===== config.mk =====
export PLATFORM = sky130hd
export DESIGN_NAME = pack_leb128_flat
export DESIGN_NICKNAME = d
export VERILOG_FILES = /design/src/rtl/pack_leb128_if.sv /design/src/rtl/pack_leb128.sv /design/src/flat_wrapper.sv
export SDC_FILE = /design/constraint.sdc
export NUM_CORES = 1
export LEC_CHECK = 0
export ABC_AREA = 1
export CAP_MARGIN = 40
export CELL_PAD_IN_SITES_DETAIL_PLACEMENT = 1
export CELL_PAD_IN_SITES_GLOBAL_PLACEMENT = 1
export CORE_MARGIN = 3
export CORE_UTILIZATION = 33
export DETAILED_ROUTE_END_ITERATION = 8
export HOLD_SLACK_MARGIN = 0.05
export PLACE_DENSITY_LB_ADDON = 0.3
export SKIP_CTS_REPAIR_TIMING = 1
export SYNTH_ARGS = -nofsm -noshare
export SYNTH_HDL_FRONTEND = slang
export SYNTH_SLANG_ARGS = --single-unit

===== constraint.sdc =====
create_clock -name clk -period 1.4 [get_ports clk]
set_input_delay 0.28 -clock clk [delete_from_list [all_inputs] [get_ports clk]]
set_output_delay 0.28 -clock clk [all_outputs]
set_load 0.02 [all_outputs]

===== src/rtl/pack_leb128_if.sv =====
// pack_leb128_if: operand-in / byte-out handshake bundle for the LEB128 encoder
//   in_*  : one integer per transaction (valid/ready)
//   out_* : encoded byte stream, out_last marks the final byte, out_len its count
interface pack_leb128_if #(parameter int DW = 64);
  logic          in_valid;
  logic          in_ready;
  logic [DW-1:0] in_value;
  logic          in_signed;
  logic          in_is32;
  logic          out_valid;
  logic          out_ready;
  logic [7:0]    out_byte;
  logic          out_last;
  logic [3:0]    out_len;
  modport slave (
    input  in_valid, in_value, in_signed, in_is32, out_ready,
    output in_ready, out_valid, out_byte, out_last, out_len
  );
  modport master (
    output in_valid, in_value, in_signed, in_is32, out_ready,
    input  in_ready, out_valid, out_byte, out_last, out_len
  );
endinterface


===== src/rtl/pack_leb128.sv =====
// pack_leb128: sequential wasm LEB128 encoder (varuintN / varintN), one byte per cycle
//   clk   : rising-edge clock
//   reset : asynchronous active-low reset
//   bus   : pack_leb128_if.slave (operand handshake in, byte stream out)
module pack_leb128 #(
  parameter int DW     = 64,
  parameter int MAXLEN = 10
) (
  input logic            clk,
  input logic            reset,
  pack_leb128_if.slave   bus
);
  typedef enum logic {IDLE, EMIT} state_t;
  state_t      state, state_nx;
  logic [63:0] v, v_nx, v_in, rest;
  logic [3:0]  cnt, cnt_nx;
  logic        sgn, sgn_nx, is32, is32_nx, is32_in, last, emit;
  // a 32-bit build has no i64 mode, so every operand is an i32
  assign is32_in = (DW == 32) || bus.in_is32;
  assign v_in = !is32_in ? 64'(bus.in_value) :
                bus.in_signed ? {{32{bus.in_value[31]}}, bus.in_value[31:0]} :
                                {32'b0, bus.in_value[31:0]};
  assign rest = sgn ? $unsigned($signed(v) >>> 7) : v >> 7;
  // signed streams stop once the remaining bits are pure sign fill of bit 6;
  // the length cap bounds the byte count regardless of what is left in v
  assign last = (cnt == (is32 ? 4'd5 : 4'(MAXLEN))) ||
                (sgn ? ((rest == '0 && !v[6]) || (rest == '1 && v[6])) : rest == '0);
  assign emit          = state == EMIT;
  assign bus.in_ready  = state == IDLE;
  assign bus.out_valid = emit;
  assign bus.out_byte  = emit ? {~last, v[6:0]} : 8'h00;
  assign bus.out_last  = emit && last;
  assign bus.out_len   = (emit && last) ? cnt : 4'd0;
  always_comb begin
    state_nx = state;
    v_nx     = v;
    cnt_nx   = cnt;
    sgn_nx   = sgn;
    is32_nx  = is32;
    if (state == IDLE) begin
      if (bus.in_valid) begin
        v_nx     = v_in;
        cnt_nx   = 4'd1;
        sgn_nx   = bus.in_signed;
        is32_nx  = is32_in;
        state_nx = EMIT;
      end
    end else if (bus.out_ready) begin
      v_nx     = rest;
      cnt_nx   = cnt + 4'd1;
      state_nx = last ? IDLE : EMIT;
    end
  end
  always_ff @(posedge clk or negedge reset) begin
    if (!reset) begin
      state <= IDLE;
      v     <= '0;
      cnt   <= '0;
      sgn   <= 1'b0;
      is32  <= 1'b0;
    end else begin
      state <= state_nx;
      v     <= v_nx;
      cnt   <= cnt_nx;
      sgn   <= sgn_nx;
      is32  <= is32_nx;
    end
  end
endmodule


===== src/flat_wrapper.sv =====
// flat-port wrapper written by rule: the top's interface ports become plain ports
module pack_leb128_flat 
#(
  parameter int DW     = 64,
  parameter int MAXLEN = 10
)
  (clk, reset, bus_in_valid, bus_in_value, bus_in_signed, bus_in_is32, bus_out_ready, bus_in_ready, bus_out_valid, bus_out_byte, bus_out_last, bus_out_len);
  pack_leb128_if #(.DW(DW)) bus_i ();
  input logic clk;
  input logic reset;
  input wire logic [$bits(bus_i.in_valid)-1:0] bus_in_valid;
  input wire logic [$bits(bus_i.in_value)-1:0] bus_in_value;
  input wire logic [$bits(bus_i.in_signed)-1:0] bus_in_signed;
  input wire logic [$bits(bus_i.in_is32)-1:0] bus_in_is32;
  input wire logic [$bits(bus_i.out_ready)-1:0] bus_out_ready;
  output wire logic [$bits(bus_i.in_ready)-1:0] bus_in_ready;
  output wire logic [$bits(bus_i.out_valid)-1:0] bus_out_valid;
  output wire logic [$bits(bus_i.out_byte)-1:0] bus_out_byte;
  output wire logic [$bits(bus_i.out_last)-1:0] bus_out_last;
  output wire logic [$bits(bus_i.out_len)-1:0] bus_out_len;
  assign bus_i.in_valid = bus_in_valid;
  assign bus_i.in_value = bus_in_value;
  assign bus_i.in_signed = bus_in_signed;
  assign bus_i.in_is32 = bus_in_is32;
  assign bus_i.out_ready = bus_out_ready;
  assign bus_in_ready = bus_i.in_ready;
  assign bus_out_valid = bus_i.out_valid;
  assign bus_out_byte = bus_i.out_byte;
  assign bus_out_last = bus_i.out_last;
  assign bus_out_len = bus_i.out_len;
  pack_leb128 #(.DW(DW), .MAXLEN(MAXLEN)) u_core (.clk(clk), .reset(reset), .bus(bus_i));
endmodule

==> impl_results.md <==
- Crit-path cells: nand2_1 > inv_1 > nand2_1 > nor2_1 > nand2_1 > nor2_1 > nand2_2 > nand3_4 > nand2_8 > nor2_4 > buf_6
- DRT Pass-1 Iters: 4
- Required @ worst endpoint: 1.12 ns
- Sequential fraction of design power: 26.5%
- Maximum number of pins on one net before global-route repair: 72
- Final wirelength: 19,400 µm
- Die X: 115 µm
- Fraction of layout cells with a size suffix above 1: 38.2%
- Count of final hold-check violations: 0
- Register bit total from synthesis: 71
- Internal Dissipation: 8.20 mW
- Transition time at the pin with the least slew margin: 0.426 ns
- Cells on worst reg2reg path: 11
- Input/output buffers: 84
- Fmax: 0.429 GHz
- Number of buffers inserted during clock tree synthesis: 9
- Violations in the final reports: setup timing
- Register-to-register setup slack: -0.65 ns
- Remaining Overflow, GRT: 0
- ANT nets after route: 0
- CP bufs+invs: 2
- Area delta synth->final: 79.7%
- Synthesized netlist cell count: 539
- Buffers from clock root to sink, at most: 2
- Die span in y: 115 µm
- Residual DRC count: 0
- Endpoint kind of the worst setup timing path: primary output
- Post-synthesis sequential area ratio: 45.2%
- Mapped Area: 3930 µm²
- Buffer type at the clock tree root: clkbuf_16
- Detail Placement HPWL: 9540 µm
- Portion of the clock cycle consumed by the worst path in the final layout: 167%
- Final core utilization: 61.3%
- Number of failing setup endpoints in the final timing report: 84
- Via count: 4,738
- I/O pin count: 85
- Setup Crit Path Kind: flop to primary output
- Arrival @ worst endpoint: 2.05 ns
- Part of the power in combinational logic: 56.3%
- Clock share of power: 17.2%
- Fraction of power spent switching nets: 43.0%
- Average wire per standard cell: 21.8 µm
- Final worst path period need: 2.33 ns
- Via count of the first global-routing pass: 4,415
- Total clock sinks: 71
- Starting DRC count in detailed routing: 292
- Final Wtd Congestion: 0.834
- Ratio of total power to cell area: 2040 nW/µm²
- Post-synth EDFFs: 0
- VDD IR max: 0.804 mV
- Power, Total: 14.4 mW
- Number of diodes: 0
- Starting Density: 34.1%
- Critical Path Max Stage Delay: 0.46 ns
- Dominant register cell in the synthesized netlist: dfrtp_1
- Max capacitance violation total: 0
- Async set-reset flop share out of synthesis: 100%
- Area of the core: 11,500 µm²
- Global-route wire length before repair: 21,300 µm
- Worst slew margin relative to its limit: 71.6%
- Post-route setup slack: -0.933 ns
- Number of cell rows: 39
- Endpoint of the worst-slack reg-to-reg timing path: u_core.v[16]
- Clock-pin slew on the worst setup and hold paths: 0.06 ns
- Result of the run: finished with violations
- Fill count: 1,351
- Clock latency on the worst-skew pair: 0.34 ns
- CTS HTree Levels: 3
- Net switching component of the power: 6.19 mW
- Syn Nets: 610
- Critical path peak fanout: 4
- Unrepaired setup endpoints after global routing: yes
- Initial antenna violation count: 0
- Pins Over Slew Limit: 0
- Worst hold path type: input port to asynchronous set/reset pin
- Avg Vias per Cell: 5.35
- Net count of the finished layout: 809
- Most used cells in the layout excluding fill and tap cells: nand2_1 (147), buf_4 (95), clkdlybuf4s50_1 (68), dfrtp_1 (68), nor2_1 (55)
- Most common library cell in the layout ignoring fill and taps: nand2_1
- Largest clock skew in the final design: 0.00978 ns
- Static leakage power: 3.31 nW
- Kind of cell with the highest combined delay on the critical path: simple AND/OR/NAND/NOR gates
- Critical path's slowest cell: dfrtp_1
- RR Startpoint: u_core.bus.out_valid
- TritonCTS clock tree: yes
- Startpoint Class: flop
- Warning count from the yosys run: 0
- Mean area per synthesized cell: 7.29 µm²
- Worst path most repeated cell: nand2_1
- Post-synthesis cell type count: 29
- Total Routing Usage GR: 20.3%
- Area of the die: 13,200 µm²
==> synthesized netlist by cell type (2+ instances only) <==
library cell / number / area, µm²
a21oi_1: 50 / 250
buf_6: 8 / 90.1
o22ai_1: 4 / 25.0
nand3_1: 12 / 60.1
o21ai_0: 7 / 35.0
o211ai_1: 2 / 15.0
nor2_1: 87 / 327
buf_4: 2 / 15.0
clkbuf_1: 7 / 26.3
nor3_1: 2 / 10.0
nand2_1: 172 / 646
dfrtp_1: 71 / 1780
nor2_8: 2 / 40.0
inv_4: 2 / 12.5
inv_1: 38 / 143
buf_2: 10 / 50.1
o21ai_1: 17 / 85.1
a31oi_1: 32 / 200
nand4_1: 4 / 25.0
==> stage by stage <==
stage,cells,setup TNS [ns],instance area (µm²),hold slack (ns),setup WS [ns]
final,886,-36.46,7060,0.507,-0.933
after global routing,886,-39.84,7060,0.524,-0.957
after CTS,840,-18.77,5820,-0.00419,-1.33
after detailed placement,824,-23.14,5510,0.348,-0.947
after global placement,824,-19.77,5510,0.344,-0.810
after floorplan,539,-0.105,3960,-0.0156,-0.0504
==> worst reg2reg max path, stage by stage, from the launching register on <==
cell      delay (ns)
dfrtp_1         0.43
buf_6           0.14
buf_6           0.11
buf_8           0.12
buf_6           0.12
nand2_8         0.07
clkinv_8        0.07
nor2_8          0.18
clkinv_8        0.15
buf_16          0.17
nor2_1          0.20
a31oi_1         0.13
==> state kept, by name, indices dropped and copies added (netlist names) <==
name	cells
u_core.is32	1
u_core.bus.out_valid	1
u_core.cnt	4
u_core.sgn	1
u_core.v	64
==> worst max path at each step <==
| stage | startpoint | to | slack, ns | cells past startpoint |
|---|---|---|---|---|
| after detailed placement | u_core.v[14] | bus_out_len[1] | -0.95 | 11 |
| after global placement | u_core.v[20] | bus_out_len[1] | -0.81 | 10 |
| after CTS | u_core.v[14] | bus_out_len[1] | -1.33 | 11 |
| after floorplan | u_core.v[8] | bus_out_len[1] | -0.05 | 9 |
| after global routing | u_core.v[13] | bus_out_len[1] | -0.96 | 11 |
| final | u_core.v[13] | bus_out_len[1] | -0.93 | 11 |
==> layer usage <==
metal  global-route usage, %  vias to the layer above  routed length, µm
met5                       0                        -                  0
met4                    5.01                        0                786
met3                    3.68                       66                775
met2                    37.1                      153              10300
met1                    24.6                     2377               7510
li1                        -                     2142                  -
==> final cells by class <==
class	count	area (µm²)	area share [%]
repair buffers	214	2150	30.5
multi-input cells	399	2430	34.5
repair inverters	1	11.3	0.160
inverters	42	188	2.66
well taps	143	179	2.53
clock inverters	2	37.5	0.532
clock buffers	14	274	3.88
flip-flops and latches	71	1780	25.2
==> cells by family after synthesis <==
family / synth area share (%)
DFF: 45.2
xor gates and xnor gates: 0.223
adders and majority gates: 0.319
buffers and inverters: 8.89
AOI/OAI and AO/OA: 16.1
and+or+nand+nor: 29.2
==> power groups by stage <==
stage / Combinational [mW] / Sequential [mW] / Clock, mW
after floorplan: 2.84 / 3.46 / 0
after global placement: 5.07 / 3.54 / 0
after detailed placement: 5.26 / 3.61 / 0
after CTS: 5.35 / 3.59 / 2.44
after global routing: 8.61 / 3.88 / 2.61
final: 8.11 / 3.81 / 2.47
Power figures use the tool's default switching activity.
